### config.mk
export PLATFORM = sky130hd
export DESIGN_NAME = fmrv32im_conv33_acc
export DESIGN_NICKNAME = d
export VERILOG_FILES = /design/src/rtl/fmrv32im_conv33_acc.sv
export SDC_FILE = /design/constraint.sdc
export NUM_CORES = 1
export LEC_CHECK = 0
export CAP_MARGIN = 20
export CORE_ASPECT_RATIO = 1.4
export CORE_MARGIN = 2
export CORE_UTILIZATION = 50
export DETAILED_ROUTE_END_ITERATION = 10
export PLACE_DENSITY_LB_ADDON = 0.12
export REMOVE_ABC_BUFFERS = 1
export SYNTH_ARGS = -nofsm -noshare
export SYNTH_HDL_FRONTEND = slang
export SYNTH_SLANG_ARGS = --single-unit
### constraint.sdc
create_clock -name CLK -period 4.1 [get_ports CLK]
set_input_delay 0.82 -clock CLK [delete_from_list [all_inputs] [get_ports CLK]]
set_output_delay 0.82 -clock CLK [all_outputs]
set_load 0.01 [all_outputs]
### src/rtl/fmrv32im_conv33_acc.sv
// fmrv32im_conv33_acc
// ---------------------------------------------------------------------------
// Sums ROWS signed row partial sums (from an upstream 3-term multiply-add)
// into one output pixel. The sum is arithmetically shifted right and then
// clamped to an unsigned 8-bit pixel.
//
// Handshakes:
//   - Input side: IN_VALID is a strobe, and there is no back-pressure.
//     A strobe is consumed only in ACC. A strobe in IDLE or OUT is
//     discarded and pulses DROP for one cycle.
//   - Output side: valid/ready. OUT_VALID comes only from the state
//     register. Once it is raised, it stays high until a cycle with
//     OUT_READY=1. OUT_DATA and OUT_SAT do not change while it is high.
//     A transfer happens on a rising edge where OUT_VALID=1 and
//     OUT_READY=1.
//
// Ports:
//   CLK        system clock. All state changes on its rising edge.
//   RST        asynchronous, active-high reset.
//   START      pulse that opens a new pixel. SHIFT is latched with it.
//   SHIFT      arithmetic right-shift amount (0..31).
//   IN_VALID   partial-sum strobe.
//   IN_DATA    signed 32-bit row partial sum.
//   OUT_READY  consumer accepts the pixel.
//   OUT_VALID  pixel result valid.
//   OUT_DATA   saturated unsigned pixel.
//   OUT_SAT    the pixel was clamped.
//   BUSY       high in ACC and OUT.
//   DROP       one-cycle pulse after a strobe arrives outside ACC.
//   DBG_STATE  current FSM state (IDLE=0, ACC=1, OUT=2), for observation.
// ---------------------------------------------------------------------------
module fmrv32im_conv33_acc #(
  parameter int ROWS = 3
) (
  input  logic        CLK,
  input  logic        RST,
  input  logic        START,
  input  logic [4:0]  SHIFT,
  input  logic        IN_VALID,
  input  logic [31:0] IN_DATA,
  input  logic        OUT_READY,
  output logic        OUT_VALID,
  output logic [7:0]  OUT_DATA,
  output logic        OUT_SAT,
  output logic        BUSY,
  output logic        DROP,
  output logic [1:0]  DBG_STATE
);

  typedef enum logic [1:0] {
    IDLE = 2'd0,
    ACC  = 2'd1,
    OUT  = 2'd2
  } state_t;

  localparam logic [1:0] LAST_ROW = 2'(ROWS - 1);

  state_t             state;
  logic signed [33:0] acc;
  logic [1:0]         row_cnt;
  logic [4:0]         shift_q;
  logic [7:0]         data_q;
  logic               sat_q;
  logic               drop_q;

  // The pixel is formed from the running sum plus the final partial sum.
  // It is formed in the same cycle as that strobe, so the result is
  // registered one cycle after the last strobe. With 34 bits, four
  // full-scale 32-bit terms cannot wrap.
  logic signed [33:0] sum;
  logic signed [33:0] shifted;
  logic [7:0]         pix_data;
  logic               pix_sat;

  always_comb begin
    sum      = acc + {{2{IN_DATA[31]}}, IN_DATA};
    shifted  = sum >>> shift_q;
    pix_data = shifted[7:0];
    pix_sat  = 1'b0;
    if (shifted[33]) begin
      pix_data = 8'd0;
      pix_sat  = 1'b1;
    end else if (|shifted[32:8]) begin
      pix_data = 8'd255;
      pix_sat  = 1'b1;
    end
  end

  always_ff @(posedge CLK or posedge RST) begin
    if (RST) begin
      state   <= IDLE;
      acc     <= '0;
      row_cnt <= '0;
      shift_q <= '0;
      data_q  <= '0;
      sat_q   <= 1'b0;
      drop_q  <= 1'b0;
    end else begin
      drop_q <= 1'b0;
      case (state)
        IDLE: begin
          if (IN_VALID) drop_q <= 1'b1;
          if (START) begin
            acc     <= '0;
            row_cnt <= '0;
            shift_q <= SHIFT;
            state   <= ACC;
          end
        end
        ACC: begin
          // START takes priority and abandons the partial pixel. A strobe
          // in the same cycle belongs to the abandoned pixel and is not
          // added.
          if (START) begin
            acc     <= '0;
            row_cnt <= '0;
            shift_q <= SHIFT;
          end else if (IN_VALID) begin
            if (row_cnt == LAST_ROW) begin
              data_q <= pix_data;
              sat_q  <= pix_sat;
              state  <= OUT;
            end else begin
              acc     <= sum;
              row_cnt <= row_cnt + 2'd1;
            end
          end
        end
        OUT: begin
          if (IN_VALID) drop_q <= 1'b1;
          // START is only honoured together with a completed transfer.
          if (OUT_READY) begin
            if (START) begin
              acc     <= '0;
              row_cnt <= '0;
              shift_q <= SHIFT;
              state   <= ACC;
            end else begin
              state <= IDLE;
            end
          end
        end
        default: state <= IDLE;
      endcase
    end
  end

  // These outputs are decoded from registers only. They follow reset at
  // once and never depend on OUT_READY.
  assign OUT_VALID = (state == OUT);
  assign BUSY      = (state != IDLE);
  assign OUT_DATA  = data_q;
  assign OUT_SAT   = sat_q;
  assign DROP      = drop_q;
  assign DBG_STATE = state;

endmodule
=== After elaboration in Yosys (flattened, before gate mapping) ===
Index checks and enable logic that the tools add are counted.

* Register bits: 53
* Bits of input ports: 42
* Word-level logic and storage cells: 60

* Add/sub/neg operators: 2
* Equal/unequal tests: 10
* Shift operators: 1
* Muxes and demuxes: 28
* Bitwise operators: 1
* Reductions and logical operators: 11

{| class="wikitable"
|+ Operators by type and width
! kind !! number
|-
| 34-bit 2-to-1 mux || 5
|-
| 34-bit one-hot mux with 3 select lines || 1
|-
| 34-bit adder || 1
|-
| 34-bit by 5-bit >>> shifter with 34-bit output || 1
|-
| 25-bit OR reduction || 1
|-
| 2-bit 2-to-1 mux || 10
|-
| 8-bit 2-to-1 mux || 2
|-
| 2-bit one-hot mux with 3 select lines || 2
|-
| 5-bit 2-to-1 mux || 2
|-
| 2-bit != test, second input constant || 5
|-
| 5-bit one-hot mux with 2 select lines || 1
|-
| 4-bit AND reduction || 2
|-
| 3-bit != test, second input constant || 2
|-
| 1-bit 2-to-1 mux || 5
|-
| 5-bit AND reduction || 1
|-
| 2-bit == test, second input constant || 2
|-
| 2-bit nonzero test || 2
|-
| 2-bit OR reduction || 2
|-
| 3-bit nonzero test || 1
|-
| 2-bit by 1-bit adder with 2-bit output, second input constant || 1
|-
| 2-bit by 1-bit == test with 1-bit output, second input constant || 1
|-
| 2-bit zero test || 1
|-
| 2-bit AND reduction || 1
|-
| 1-bit NOT || 1
|}

=== Depth between registers and ports, before layout ===
* Depth after elaboration: 5
* Depth in mapped cells: 16

=== Worst setup path before layout ===
OpenSTA, ideal clock, no wires.

* Path kind: input -> register
* Start point: input port IN_DATA[0]
* End point: register data_q[0], in the netlist OUT_DATA[0]
* Library setup time: 159 ps
* Arrival: 4260 ps
* Required time: 3941 ps
* Slack: -319 ps
* Stages: 16
* Path through: ha_1 > inv_1 > fa_1 > nand2b_1 > a21oi_2 > o21ai_2 > a2111oi_4 > nor2_1 > xnor2_1 > mux4_2 > nor4_4 > a22o_1 > nand4b_1 > or3_1 > a21oi_4 > a31oi_1

* Longest elaborated chain between the ends: 5

{| class="wikitable"
|+ Ends and longest elaborated chain
! what !! line !! RTL
|-
| from (decl) || 40 || <nowiki>input logic [31:0] IN_DATA,</nowiki>
|-
| 34-bit adder * || 76 || <nowiki>sum = acc + {{2{IN_DATA[31]}}, IN_DATA};</nowiki>
|-
| 34-bit by 5-bit >>> shifter with 34-bit output * || 77 || <nowiki>shifted = sum >>> shift_q;</nowiki>
|-
| 25-bit OR reduction || 83 || <nowiki>end else if (|shifted[32:8]) begin</nowiki>
|-
| 8-bit 2-to-1 mux || 83 ||
|-
| 8-bit 2-to-1 mux * || 80 || <nowiki>if (shifted[33]) begin</nowiki>
|-
| to (signal assigned) || 120 || <nowiki>data_q <= pix_data;</nowiki>
|-
| to (decl) || 62 || <nowiki>logic [7:0] data_q;</nowiki>
|}

Mark *: on every way between the ends. The rest lies on a longest branch, timed or not.
A chain may end at the register's enable or synchronous reset.

=== Worst setup path in the final report ===
* Start point: input port IN_DATA[8]
* End point: register data_q[2], in the netlist OUT_DATA[2]

Same word-level chain as after synthesis.

==> impl_metrics.csv <==
group,metric,value,unit
sta,fin_ws,-0.291,ns
floorplan,die_y,139,um
setup_path,critPathCaptureType,"flop",
finish,n_antenna_cell,0,
power_and_ir_drop,seqPwrFrac,0.122,
sta,timing.final.crit_share,1.07,
sta,rsz0062_at_grt,"yes",
synthesis,synth.largest_area_cell,"dfrtp_1",
sta,fmax,0.228,GHz
power_and_ir_drop,p_switching,3.02,mW
power_and_ir_drop,comb_power_share,0.805,
placed_design,hpwl,20.9,mm
floorplan,die_width,101,um
setup_path,cp_num_buf_inv,1,
global_route,grt_pass1_vias,8960,
sta,fin_hold_ws,0.513,ns
setup_path,r2r_start,"acc[1]",
global_route,antenna_found_initial,1,
synthesis,synth_top_area_frac,0.203,
clocking,cts_buffers,5,
global_route,grt_max_degree,45,
synthesis,postSynth.asyncResetShare,1.00,
synthesis,syn-instance-count,825,
clocking,clockRootBuffer,"clkbuf_16",
floorplan,num_rows,49,
setup_path,reg2regPathDepth,17,
drt,drtPass1Iterations,8,
clocking,cts_sinks,53,
global_route,grt_pass1_wl,46.5,mm
clocking,clk_latency,0.31,ns
sta,fin_setup_tns,-2.17,ns
synthesis,yosysWarnings,0,
floorplan,ios,56,
setup_path,regToRegSetupSlack,-0.13,ns
clocking,clk_pin_slew_worst_paths,0.09,ns
power_and_ir_drop,clockPowerShare,0.073,
drt,route.detailed.drc,0,
global_route,grt_overflow,0,
setup_path,crit_chain,"clkdlybuf4s15_1 > ha_4 > a21oi_1 > o21a_1 > o2bb2ai_4 > or3_4 > and2_4 > mux4_2 > mux2i_2 > a31o_1 > o2111ai_2 > or3_4 > a21oi_4 > a31oi_1",
sta,fin_skew,0.00593,ns
power_and_ir_drop,p_leak,4.71,nW
clocking,cts_tree,"yes",
finish,final_nets,1255,
setup_path,path_class,"input port to flop",
synthesis,avgSynthCellArea,7.90,sq um
drt,drt_wl_total,32.5,mm
synthesis,ys_ff_latch,53,
sta,finalSetupViolCount,9,
setup_path,crit_top_cell,"or3_4",
setup_path,crit_path_start,"IN_DATA[8]",
synthesis,synthTopCellsByArea,"dfrtp_1 (20%), ha_1 (6.5%), nand2_1 (6.0%), o21ai_0 (4.3%), mux2i_1 (4.0%)",
setup_path,start_kind,"input port",
clocking,cts_hold_buffers,0,
sta,max_slew_margin,0.353,
setup_path,r2r_end,"OUT_DATA[2]",
setup_path,endpoint,"OUT_DATA[2]",
sta,period_minus_slack,4.39,ns
synthesis,synth_flop_cell,"dfrtp_1",
drt,viasPerCell,6.82,
run_status,outcome,"complete, but fails checks",
global_route,track_usage,0.424,
drt,drtAntennaViolNets,0,
sta,hold_violations,0,
setup_path,crit_fanout,7,
drt,drt-initial-drc-count,796,
placed_design,port_buffers,55,
finish,area_growth,68.3,%
setup_path,path_delay_family,"compound AO/OA/AOI/OAI gates",
sta,drv_slew,0,
sta,worst-slew-pin-transition,0.965,ns
power_and_ir_drop,p_per_area,599,nW/um^2
flow_run,cap_violations,0,
synthesis,synth_edf_count,0,
synthesis,ys_seq_area_frac,0.203,
power_and_ir_drop,vdd_drop_max,0.372,mV
finish,drive_above_1_share,0.472,
setup_path,cp.required,4.25,ns
run_status,violations,"setup timing",
setup_path,cp_slowest_stage_delay,0.50,ns
power_and_ir_drop,sw_frac_of_total,0.460,
setup_path,arrival,4.54,ns
setup_path,slowest_stage,"mux4_2",
synthesis,synth_area,6520,sq um
min_path,hp-class,"flop to flop",
clocking,clk_path_buf_depth,2,
drt,wl_per_cell,24.4,um
setup_path,cp.depth,14,
clocking,h-tree-depth,2,
synthesis,synthDistinctLibCells,95,
placed_design,gp_congestion,1.03,
floorplan,start_util,0.509,
power_and_ir_drop,p_int,3.55,mW
floorplan,core,12800,sq um
floorplan,fp.dieArea,14000,sq um
drt,num_vias,9083,
==> worst min-delay path by stage <==
stage | startpoint | to | cells past startpoint
final | acc[33] | acc[33] | 2
after global routing | row_cnt[1] | row_cnt[1] | 2
after CTS | row_cnt[1] | row_cnt[1] | 2
after detailed placement | acc[27] | acc[27] | 2
after global placement | acc[22] | acc[22] | 2
after floorplan | acc[10] | acc[10] | 2
==> state kept, by name (all words and copies together), names as in the netlist <==
| name | cells |
|---|---|
| acc | 34 |
| OUT_DATA | 8 |
| shift_q | 5 |
| DBG_STATE | 2 |
| row_cnt | 2 |
| DROP | 1 |
| OUT_SAT | 1 |
==> repair_timing <==
item	4_1_cts	5_1_grt
setup buffers	52	31
pin swaps	93	78
setup endpoints to repair	9	9
resized for setup	199	92
==> layer usage <==
metal / share of wire / vias to the layer above / track usage
li1: - / 3875 / -
met1: 0.34 / 4248 / 0.471
met2: 0.48 / 690 / 0.720
met3: 0.089 / 270 / 0.0736
met4: 0.090 / 0 / 0.294
met5: 0 / - / 0
==> power by group through the flow <==
stage	Combinational (mW)	Sequential, mW	Clock (mW)
floorplan	1.91	0.771	0
global placement	3.79	0.757	0
detailed placement	3.87	0.768	0
CTS	4.55	0.794	0.481
global route	5.52	0.811	0.496
finish	5.29	0.799	0.481
==> stage by stage <==
step | worst slack, ns | power [mW] | instance area (sq um) | cells | utilization
after global routing | -0.465 | 6.82 | 11000 | 1332 | 0.857
after detailed placement | -1.19 | 4.64 | 8980 | 1242 | 0.701
after CTS | -0.0897 | 5.82 | 10400 | 1301 | 0.809
after global placement | -1.08 | 4.55 | 8980 | 1242 | 0.701
final | -0.291 | 6.57 | 11000 | 1332 | 0.857
after floorplan | -0.327 | 2.68 | 6260 | 773 | -
==> kinds of logic (layout without fill, tap and decap cells) <==
family	Yosys count	in the layout	share of synthesized area
AOI/OAI and AO/OA	313	313	0.347
DFF	53	53	0.203
muxes	38	38	0.0779
adders and majority gates	35	35	0.0683
xor gates and xnor gates	24	24	0.0322
and+or+nand+nor	288	288	0.219
buffers and inverters	74	428	0.0522
==> cell type report <==
cell class,instances,area (sq um)
fill,706,1840
timing repair buffer,398,3190
tap,153,191
sequential,53,1330
clock buffer,5,125
inverter,22,82.6
clock inverter,3,28.8
multi-input combinational,698,6030
==> cells in the mapped netlist (6+ instances only) <==
cell	n
o21ai_0	56
a21o_1	7
ha_1	34
o21a_1	9
nand4_1	18
o21ai_1	17
xnor2_1	17
o211ai_1	16
nand2_1	104
and3_1	7
buf_2	8
a21oi_2	9
mux2i_1	26
and2_1	12
nand2b_1	10
nor2_1	64
or3_1	11
xor2_1	7
clkbuf_1	26
a21oi_1	49
nor3_1	15
inv_1	19
buf_4	12
o22ai_1	6
a31oi_1	10
a211oi_1	22
nand3_1	14
a22o_1	23
o2111ai_1	6
mux4_2	10
nor4_1	6
dfrtp_1	53
==> worst reg2reg max path, delay by kind of cell, from the launching register on <==
kind	cells	cell delay (ns)
AOI/OAI and AO/OA	9	2.02
buffers and inverters	3	0.51
and+or+nand+nor	2	0.52
DFF	1	0.43
adders and majority gates	1	0.28
muxes	2	0.30
==> cells in the final DEF, fill, tap and decap left out, types with 6 or more instances in the layout <==
cell,instances
o21ai_1,13
a211oi_1,16
dlygate4sd2_1,12
mux4_2,10
buf_6,26
ha_1,6
or3_1,6
o21ai_2,10
nand2_1,98
a22o_1,23
nand2b_1,9
nand3_1,13
clkdlybuf4s50_1,27
mux2i_1,21
xnor2_1,13
a31oi_1,9
a21oi_4,19
o21ai_0,46
a211oi_2,7
a21oi_1,29
xor2_1,6
dfrtp_1,53
a21o_1,6
nand4_1,18
inv_1,16
nor2_2,8
nor3_1,11
and2_1,8
o21ai_4,8
o211ai_1,16
o21a_1,8
nor2_1,55
ha_4,28
a21oi_2,12
buf_4,317
(Power assumes the default switching activity.)
